<file path="src/rtl/lopd_pipe_if.sv">
// Valid/ready stream bundle for the pipelined leading-one position detector.
// The slave modport is the detector's view; the master modport is the producer/consumer view.
interface lopd_pipe_if #(
    parameter int WIDTH = 32,
    parameter int TAG_W = 8
);
    localparam int POS_W = $clog2(WIDTH) + 1;

    logic               i_valid;
    logic               o_ready;
    logic [WIDTH-1:0]   i_data;
    logic               i_mode;
    logic [TAG_W-1:0]   i_tag;
    logic               o_valid;
    logic               i_ready;
    logic [POS_W-1:0]   o_pos_one;
    logic               o_zero_flag;
    logic [TAG_W-1:0]   o_tag;

    modport slave (
        input  i_valid, i_data, i_mode, i_tag, i_ready,
        output o_ready, o_valid, o_pos_one, o_zero_flag, o_tag
    );

    modport master (
        output i_valid, i_data, i_mode, i_tag, i_ready,
        input  o_ready, o_valid, o_pos_one, o_zero_flag, o_tag
    );
endinterface

</file>
<file path="src/rtl/lopd_pipe.sv">
// Two-stage elastic leading-one position / leading-zero count detector.
// Stage 1 scans byte groups locally; stage 2 picks the top non-zero group and formats the result.
module lopd_pipe #(
    parameter int WIDTH = 32,
    parameter int TAG_W = 8
) (
    input  logic       i_clk,
    input  logic       i_rst,
    input  logic       i_flush,
    lopd_pipe_if.slave bus
);
    localparam int POS_W = $clog2(WIDTH) + 1;
    localparam int G     = WIDTH / 8;

    logic [G-1:0][2:0]  grpIdx_d, grpIdx_q;
    logic [G-1:0]       grpZero_d, grpZero_q;
    logic               s1Mode_q;
    logic [TAG_W-1:0]   s1Tag_q;
    logic               s1Valid_d, s1Valid_q;

    logic [POS_W-1:0]   pos_d;
    logic [POS_W-1:0]   result_d, result_q;
    logic               zero_d, zero_q;
    logic [TAG_W-1:0]   s2Tag_q;
    logic               s2Valid_d, s2Valid_q;

    logic               ready;
    logic               s1Load;
    logic               s2Load;

    always_comb begin
        for (int g = 0; g < G; g++) begin
            grpZero_d[g] = ~|bus.i_data[g*8 +: 8];
            grpIdx_d[g]  = 3'd0;
            for (int b = 0; b < 8; b++) begin
                if (bus.i_data[g*8 + b]) grpIdx_d[g] = 3'(b);
            end
        end
    end

    // Later (higher) groups overwrite earlier ones, giving priority to the most significant byte.
    always_comb begin
        pos_d = '0;
        for (int g = 0; g < G; g++) begin
            if (!grpZero_q[g]) pos_d = POS_W'(g * 8) | POS_W'(grpIdx_q[g]);
        end
        zero_d = &grpZero_q;
        if (!s1Mode_q) result_d = zero_d ? '0 : pos_d;
        else           result_d = zero_d ? POS_W'(WIDTH) : POS_W'(WIDTH - 1) - pos_d;
    end

    assign ready     = ~i_flush & (~s1Valid_q | ~s2Valid_q | bus.i_ready);
    assign s1Load    = bus.i_valid & ready;
    assign s2Load    = s1Valid_q & (~s2Valid_q | bus.i_ready);
    assign s1Valid_d = ~i_flush & (s1Load | (s1Valid_q & ~s2Load));
    assign s2Valid_d = ~i_flush & (s2Load | (s2Valid_q & ~bus.i_ready));

    // Flush only clears the valids; data registers may keep stale contents.
    always_ff @(posedge i_clk or posedge i_rst) begin
        if (i_rst) begin
            grpIdx_q  <= '0;
            grpZero_q <= '0;
            s1Mode_q  <= 1'b0;
            s1Tag_q   <= '0;
            s1Valid_q <= 1'b0;
            result_q  <= '0;
            zero_q    <= 1'b0;
            s2Tag_q   <= '0;
            s2Valid_q <= 1'b0;
        end else begin
            s1Valid_q <= s1Valid_d;
            s2Valid_q <= s2Valid_d;
            if (s1Load) begin
                grpIdx_q  <= grpIdx_d;
                grpZero_q <= grpZero_d;
                s1Mode_q  <= bus.i_mode;
                s1Tag_q   <= bus.i_tag;
            end
            if (s2Load) begin
                result_q <= result_d;
                zero_q   <= zero_d;
                s2Tag_q  <= s1Tag_q;
            end
        end
    end

    assign bus.o_ready     = ready;
    assign bus.o_valid     = s2Valid_q;
    assign bus.o_pos_one   = result_q;
    assign bus.o_zero_flag = zero_q;
    assign bus.o_tag       = s2Tag_q;
endmodule

</file>
<file path="src/flat_wrapper.sv">
// flat-port wrapper written by rule: the top's interface ports become plain ports
module lopd_pipe_flat 
#(
    parameter int WIDTH = 32,
    parameter int TAG_W = 8
)
  (i_clk, i_rst, i_flush, bus_i_valid, bus_i_data, bus_i_mode, bus_i_tag, bus_i_ready, bus_o_ready, bus_o_valid, bus_o_pos_one, bus_o_zero_flag, bus_o_tag);
  lopd_pipe_if #(.WIDTH(WIDTH), .TAG_W(TAG_W)) bus_i ();
  input  logic i_clk;
  input  logic i_rst;
  input  logic i_flush;
  input wire logic [$bits(bus_i.i_valid)-1:0] bus_i_valid;
  input wire logic [$bits(bus_i.i_data)-1:0] bus_i_data;
  input wire logic [$bits(bus_i.i_mode)-1:0] bus_i_mode;
  input wire logic [$bits(bus_i.i_tag)-1:0] bus_i_tag;
  input wire logic [$bits(bus_i.i_ready)-1:0] bus_i_ready;
  output wire logic [$bits(bus_i.o_ready)-1:0] bus_o_ready;
  output wire logic [$bits(bus_i.o_valid)-1:0] bus_o_valid;
  output wire logic [$bits(bus_i.o_pos_one)-1:0] bus_o_pos_one;
  output wire logic [$bits(bus_i.o_zero_flag)-1:0] bus_o_zero_flag;
  output wire logic [$bits(bus_i.o_tag)-1:0] bus_o_tag;
  assign bus_i.i_valid = bus_i_valid;
  assign bus_i.i_data = bus_i_data;
  assign bus_i.i_mode = bus_i_mode;
  assign bus_i.i_tag = bus_i_tag;
  assign bus_i.i_ready = bus_i_ready;
  assign bus_o_ready = bus_i.o_ready;
  assign bus_o_valid = bus_i.o_valid;
  assign bus_o_pos_one = bus_i.o_pos_one;
  assign bus_o_zero_flag = bus_i.o_zero_flag;
  assign bus_o_tag = bus_i.o_tag;
  lopd_pipe #(.WIDTH(WIDTH), .TAG_W(TAG_W)) u_core (.i_clk(i_clk), .i_rst(i_rst), .i_flush(i_flush), .bus(bus_i));
endmodule
</file>
<file path="config.mk">
export PLATFORM = sky130hd
export DESIGN_NAME = lopd_pipe_flat
export DESIGN_NICKNAME = d
export VERILOG_FILES = /design/src/rtl/lopd_pipe_if.sv /design/src/rtl/lopd_pipe.sv /design/src/flat_wrapper.sv
export SDC_FILE = /design/constraint.sdc
export NUM_CORES = 1
export LEC_CHECK = 0
export ABC_AREA = 0
export BUFFER_PORTS_ARGS = -buffer_cell sky130_fd_sc_hd__buf_2
export CAP_MARGIN = 10
export CORE_MARGIN = 2
export CORE_UTILIZATION = 55
export CTS_BUF_LIST = sky130_fd_sc_hd__clkbuf_16
export CTS_CLUSTER_DIAMETER = 60
export CTS_CLUSTER_SIZE = 30
export DETAILED_ROUTE_END_ITERATION = 12
export PLACE_DENSITY = 0.87
export SYNTH_ARGS = -nofsm -noshare
export SYNTH_HDL_FRONTEND = slang
export SYNTH_SLANG_ARGS = --single-unit
</file>
<file path="constraint.sdc">
create_clock -name i_clk -period 4.1 [get_ports i_clk]
set_clock_uncertainty 0.1 [all_clocks]
set_input_delay 1.025 -clock i_clk [delete_from_list [all_inputs] [get_ports i_clk]]
set_output_delay 1.025 -clock i_clk [all_outputs]
set_load 0.02 [all_outputs]
</file>
Yosys cells after proc, flatten, opt, wreduce, memory -nomap -nowiden
Cells that the tools add are included.
- add/subtract/negate cells: 1
- muxes and demuxes: 35
- bitwise gates (word level): 17
- reductions and logical operators: 9
- operators by type and width (cell ; number):
    3-bit 2-to-1 mux ; 19
    8-bit OR reduction ; 4
    5-bit 2-to-1 mux ; 3
    2-bit 2-to-1 mux ; 6
    6-bit 2-to-1 mux ; 2
    1-bit AND ; 7
    5-bit by 5-bit subtractor with 6-bit output, first input constant ; 1
    1-bit inverter ; 5
    1-bit bitwise OR ; 5
    1-bit zero test ; 4
    1-bit 2-to-1 mux ; 4
    4-bit 2-to-1 mux ; 1
    4-bit AND reduction ; 1
- register bits: 42
- input bits: 46
- output and inout port bits: 17
- logic and storage cells: 74

Longest topological paths before layout
Gate-level depths: netlist of run 1.
- depth in word-level cells: 7
- depth in mapped cells: 7
- depth with buffers taken out: 4

Least setup slack after synthesis of run 1
Ideal clock, no wire load.
- path kind: input port to output port
- start: in bus_i_ready
- end: out bus_o_ready
- data arrival time: 1536 ps
- data required time: 2975 ps
- setup slack: 1439 ps
- stages on the path: 3
- buffers on the path: 1
- cells stage by stage: nor2b_4 buf_6 a21oi_1
- cells in the longest elaborated chain, start to end: 2
- ends and longest elaborated chain (what ; line ; text):
    start: declaration ; flat_wrapper.sv:16 ; input wire logic [$bits(bus_i.i_ready)-1:0] bus_i_ready;
    1-bit bitwise OR ; lopd_pipe.sv:52 ; assign ready = ~i_flush & (~s1Valid_q | ~s2Valid_q | bus.i_ready);
    1-bit AND ; lopd_pipe.sv:52 ;
    end: declaration ; flat_wrapper.sv:17 ; output wire logic [$bits(bus_i.o_ready)-1:0] bus_o_ready;
No other way between the ends.

Final worst setup path of run 1
Same ends and word-level chain as after synthesis.

==> impl_results.md, run 1 <==
- Outcome: finished, final reports clean
- Port bufs: 62
- Peak VDD IR: between 200 and 250 µV
- Ant diodes: 0
- Worst Setup SP: bus_i_ready
- Max-cap violations: 0
- RD Place Congestion: 0.7536
- Most frequent CP cell: buf_2
- Syn_nets: roughly 260
- CTS resizes: 0
- Min-delay src: u_core.s1Tag_q[6]$_DFFE_PP0P_
- Min Hold Slack: between 0.3 and 0.4 ns
- Die area: ~4300 µm²
- H-tree depth: 2
- Relative slew margins: 35.05%
- Starting Density: 56.75%
- CTS Buf Count: 5
- Yosys top cell area share: slightly above 50%
- Remaining global-route overflow: 0
- HP Class: reg2reg
- Crit Path Class: in2out
- Sw Pwr: between 0.3 and 0.4 mW
- Die height: 65.23 µm
- Crit path DAT: 1.62 ns
- Clock sinks: 42
- Post CTS Setup Buffer Count: 0
- RSZ-0062 raised after global routing: no
- Library cells used by synthesis: 30
- Synth area leaders: dfrtp_1 51%, nand2_1 8.2%, mux2_2 4.9%, o21ai_2 4.2%, nor2_1 3.6%
- Final HPWL DP: 3.029 mm
- Period utilisation layout: between 60% and 70%
- Final TNS setup: 0 ns
- Clock Latency Late Sink: 0.28 ns
- Vias per cell: 5.362
- Reg2reg start: u_core.bus.o_valid$_DFF_PP0_
- Cell taking the most area after synthesis: dfrtp_1
- CTS tree: yes
- F_max: 364.2 MHz
- Worst path max stage delay: 0.22 ns
- 1st-iter DRT viols: 173
- YS warnings: 0
- Die W: 65.23 µm
- Register area share after synthesis: approximately 51%
- Area Growth Syn to Fin: 23.12%
- Final setup fails: 0
- Util after Layout: a little over two thirds
- CP max FO: 8
- CTS max path bufs: 2
- Worst-margin pin slew: 0.9742 ns
- Vias in the first global route: 1602
- Final WL: 4.235 mm
- Pwr Total: 1.209 mW
- Fin. max-slew vios: 0
- Post-synthesis register bit count: 42
- Core Area: between 3000 and 4000 µm²
- Nets: 320
- Internal: 0.9065 mW
- Switching part of the total: 25.01%
- Initial antenna violation count: 0
- I/O Pins: 63
- Root buffer cell: clkbuf_16
- Post-Syn Area per Cell: 9.726 µm²
- Slowest-stage cell, CP: nor2b_4
- Synthesized cell area: 2062 µm²
- Hold Violations, Final: 0
- Ratio of cells with drive above 1 in the final layout: 33.45%
- CP Data Required Time: around 3 ns
- Leak Pwr: roughly 1.3 nW
- Final ANT Viol Nets: 0
- Largest net degree at the start of global routing: 43
- Per-cell routed wire length: 13.11 µm
- Placement Rows: 22
- Delay-heaviest family, CP: buffers and inverters
- First-pass GRT wire length: 7.182 mm
- DR vias: 1732
- Reg clk slew, reported paths: 0.06 ns
- Hold-fix buffers, CTS: 0
- Mapped Cells: 212
- Combinational Power Share: 17.3%
- Clock power frac: slightly above 40%
- Post-layout minimum cycle time: about 2.7 ns
- Worst path bufs/invs: 2
- Pwr dens: approximately 480 nW/µm²
- Crit end category: output pin
- Sequential power share: 41.8%
- Cells along the critical path: buf_2 > nor2b_4 > a21oi_1 > buf_2
- Drt first pass iters: 4
- Residual DRC: 0
- Crit path launch type: input port
- GR Util All Layers: between 20% and 30%
through the flow:
step	std cells	setup slack [ns]	instance area [µm²]
6_report	323	1.354	2539
4_1_cts	323	1.361	2539
3_3_place_gp	315	1.349	2350
3_5_place_dp	315	1.293	2350
5_1_grt	323	1.307	2539
2_1_floorplan	212	1.439	2062
cell families (layout without fill, tap and decap cells):
| family | count (synthesis) | count (layout) | share of synthesized area [%] |
|---|---|---|---|
| compound gates | 44 | 44 | 14.99 |
| buf+inv | 16 | 79 | 6.007 |
| flops | 42 | 42 | 50.97 |
| mux | 9 | 9 | 4.915 |
| simple gates | 101 | 101 | 23.12 |
power by group through the flow:
stage / combinational, mW / sequential, mW / clock, mW
2_1_floorplan: 0.103 / 0.544 / 0
3_3_place_gp: 0.202 / 0.510 / 0
3_5_place_dp: 0.210 / 0.513 / 0
4_1_cts: 0.212 / 0.506 / 0.500
5_1_grt: 0.233 / 0.512 / 0.520
6_report: 0.210 / 0.506 / 0.494
cells in the mapped netlist (all sizes together):
master and count:
nand2 45, mux2 9, nor2b 2, a221oi 3, a21oi 11, o21bai 4
a21o 1, o21ai 18, nand2b 9, and4b 1, nand4 2, a31oi 1
or3b 3, nor2 20, nor4 4, buf 9, nand3 6, a211oi 1
a211o 1, nor3 8, inv 7, dfrtp 42, o22ai 3, and4bb 1
a22o 1
placed cells by master (no fill, tap or decap), drive strengths merged, types with 5 or more instances in the layout:
cell    netlist  layout
buf           9      64
nand2        45      45
dfrtp        42      42
nor2         20      20
o21ai        18      18
a21oi        11      11
nand2b        9       9
mux2          9       9
nor3          8       8
inv           7       6
nand3         6       6
clkbuf        0       5
area by class of cell:
class / count / area (µm²)
inverter: 7 / 26.28
clock inverter: 3 / 63.81
clock buffer: 5 / 125.1
sequential: 42 / 1051
fill: 297 / 1095
timing repair buffer: 64 / 325.3
multi-input combinational: 154 / 887.1
tap: 48 / 60.06
worst min-delay path: stages, from the launching register on:
cell and delay [ns]:
dfrtp_1 0.34, nand2_1 0.05, nand2_1 0.05
per-layer routing:
metal | global-route usage (%) | wire [µm] | part of all wire (%)
met2 | 35.84 | 2124 | 50
met1 | 28.78 | 1863 | 44
met5 | 0 | 0 | 0
met4 | 8.333 | 51 | 1.2
met3 | 5.137 | 196 | 4.6
sequential cells by signal, indices dropped and copies added, names as in the netlist:
signal,flops
u_core.s1Valid_q,1
u_core.grpZero_q,4
u_core.bus.o_tag,8
u_core.s1Mode_q,1
u_core.bus.o_pos_one,6
u_core.bus.o_zero_flag,1
u_core.bus.o_valid,1
u_core.grpIdx_q,12
u_core.s1Tag_q,8
path summary, 6_finish.rpt:
path / end / slack [ns] / cells past startpoint
max in group asynchronous: u_core.grpZero_q[1]$_DFFE_PP0P_ / 2.79 / 3
min in group asynchronous: u_core.s1Valid_q$_DFF_PP0_ / 0.76 / 3
max: bus_o_ready / 1.35 / 4
min: u_core.s1Tag_q[6]$_DFFE_PP0P_ / 0.38 / 2
min reg2reg: u_core.s1Tag_q[6]$_DFFE_PP0P_ / 0.38 / 2
max reg2reg: u_core.s1Tag_q[5]$_DFFE_PP0P_ / 2.02 / 5
Power figures use the tool's default switching activity.
==> inputs of run 2 (changes only) <==
--- a/config.mk
+++ b/config.mk
@@ -9,12 +9,12 @@
 export BUFFER_PORTS_ARGS = -buffer_cell sky130_fd_sc_hd__buf_2
 export CAP_MARGIN = 10
 export CORE_MARGIN = 2
-export CORE_UTILIZATION = 55
+export CORE_UTILIZATION = 51
 export CTS_BUF_LIST = sky130_fd_sc_hd__clkbuf_16
 export CTS_CLUSTER_DIAMETER = 60
 export CTS_CLUSTER_SIZE = 30
 export DETAILED_ROUTE_END_ITERATION = 12
-export PLACE_DENSITY = 0.87
+export PLACE_DENSITY = 0.81
 export SYNTH_ARGS = -nofsm -noshare
 export SYNTH_HDL_FRONTEND = slang
 export SYNTH_SLANG_ARGS = --single-unit
==> constraint.sdc (replaced) <==
create_clock -name i_clk -period 2.7 [get_ports i_clk]
set_clock_uncertainty 0.1 [all_clocks]
set_input_delay 0.675 -clock i_clk [delete_from_list [all_inputs] [get_ports i_clk]]
set_output_delay 0.675 -clock i_clk [all_outputs]
set_load 0.02 [all_outputs]
==> run 2 against run 1 <==
  * Total power up 40%
  * Combinational power up 54%
  * Critical path depth unchanged
==> impl_results.md, run 2 (synthesis results as in run 1) <==
- RSZ-0062 raised after global routing: no
- Clock Latency Late Sink: 0.29 ns
- CP max FO: 8
- Area Growth Syn to Fin: 22.69%
- Outcome: finished, final reports clean
- Final setup fails: 0
- CTS tree: yes
- Min Hold Slack: 0.3789 ns
- Residual DRC: 0
- Crit Path Class: in2out
- Clock sinks: 42
- Peak VDD IR: 375.8 µV
- Vias per cell: 5.177
- Nets: 322
- Dpl ws: 0.5671 ns
- Area of placed instances: 2380 µm²
- Non-filler cells, final: about 330
- Final WL: 4.321 mm
- Pwr dens: 667.2 nW/µm²
- Crit end category: output pin
- DR vias: 1693
- Root buffer cell: clkbuf_16
- 1st-iter DRT viols: 121
- Slowest-stage cell, CP: nor2b_4
- Crit path DAT: 1.26 ns
- Crit path launch type: input port
- Cells along the critical path: buf_2 > nor2b_4 > a21oi_1 > buf_2
- Most common cell after layout, fill and taps aside: buf_2
- Placement Rows: 23
- Worst-margin pin slew: 0.5182 ns
- Largest net degree at the start of global routing: 43
- Final HPWL DP: a little over 3 mm
- Fin. max-slew vios: 0
- Drt first pass iters: 4
- Vias in the first global route: 1522
- Delay-heaviest family, CP: buffers and inverters
- CP Data Required Time: 1.92 ns
- Remaining global-route overflow: 0
- GR Util All Layers: 19.95%
- Period utilisation layout: 75.54%
- Leak Pwr: 1.255 nW
- Worst path max stage delay: between 0.2 and 0.25 ns
- Per-cell routed wire length: approximately 13 µm
- Final instance area: 2530 µm²
- Core Area: around 4000 µm²
- Relative slew margins: 65.45%
- Hold Violations, Final: 0
- Top reg by flops: u_core.grpIdx_q
- I/O Pins: 63
- CTS resizes: 0
- CTS Buf Count: 5
- Die W: 67.59 µm
- Initial antenna violation count: 0
- Reg clk slew, reported paths: 0.06 ns
- H-tree depth: 2
- Final ANT Viol Nets: 0
- F_max: 490.3 MHz
- Port bufs: 62
- Inst Count DP: between 300 and 400
- Util after Layout: 64.17%
- Post-layout minimum cycle time: 2.040 ns
- Pwr Total: 1.688 mW
- Final TNS setup: 0 ns
- Most frequent CP cell: buf_2
- Max-cap violations: 0
- Ant diodes: 0
- Max reg flops: 12
- Starting Density: 52.30%
- RD Place Congestion: 0.7946
- Die area: ~4600 µm²
- Post CTS Setup Buffer Count: 0
- Final WS setup: ~0.66 ns
- First-pass GRT wire length: 6.727 mm
- Most frequent cells in the layout: 62 x buf_2, 45 x nand2_1, 42 x dfrtp_1, 20 x nor2_1, 11 x a21oi_1
- Die height: 67.59 µm
- CTS max path bufs: 2
- HP Class: reg2reg
- Hold-fix buffers, CTS: 0
- Ratio of cells with drive above 1 in the final layout: 34.30%
- Worst path bufs/invs: 2
[run 2: final cells by class]
cell class | count | area [µm²]
Sequential cell | 42 | 1051
Clock inverter | 3 | 25.02
Clock buffer | 5 | 125.1
Multi-Input combinational cell | 154 | 887.1
Fill cell | 340 | 1413
Inverter | 7 | 26.28
Timing Repair Buffer | 66 | 352.8
Tap cell | 50 | 62.56
[run 2: worst paths after layout]
path,depth (start not counted),start,slack (ns),endpoint
max,4,bus_i_ready,0.66,bus_o_ready
min,2,u_core.grpIdx_q[10]$_DFFE_PP0P_,0.38,u_core.grpIdx_q[10]$_DFFE_PP0P_
max reg2reg,3,u_core.bus.o_valid$_DFF_PP0_,1.01,u_core.bus.o_tag[1]$_DFFE_PP0P_
min reg2reg,2,u_core.grpIdx_q[10]$_DFFE_PP0P_,0.38,u_core.grpIdx_q[10]$_DFFE_PP0P_
max in group asynchronous,3,i_rst,1.74,u_core.s1Tag_q[7]$_DFFE_PP0P_
min in group asynchronous,3,i_rst,0.40,u_core.bus.o_pos_one[3]$_DFFE_PP0P_
[run 2: metal layers]
layer | up-vias | global-route usage, % | share of wire, %
met5 | - | 0 | 0
met4 | 0 | 6.888 | 1.3
met3 | 8 | 5.000 | 5.4
met2 | 46 | 35.29 | 52
met1 | 772 | 23.32 | 41
li1 | 867 | - | -
[run 2: power by group]
group / internal, mW / switching (mW) / total, mW / leakage (nW)
sequential: 0.717 / 0.0524 / 0.770 / 0.516
clock: 0.347 / 0.248 / 0.594 / 0.0704
combinational: 0.137 / 0.187 / 0.324 / 0.668
[run 2: tightest hold or removal path, cell delays in order, from the launching register on]
cell and delay (ns):
dfrtp_1 0.34, nand2_1 0.06, o21ai_2 0.05
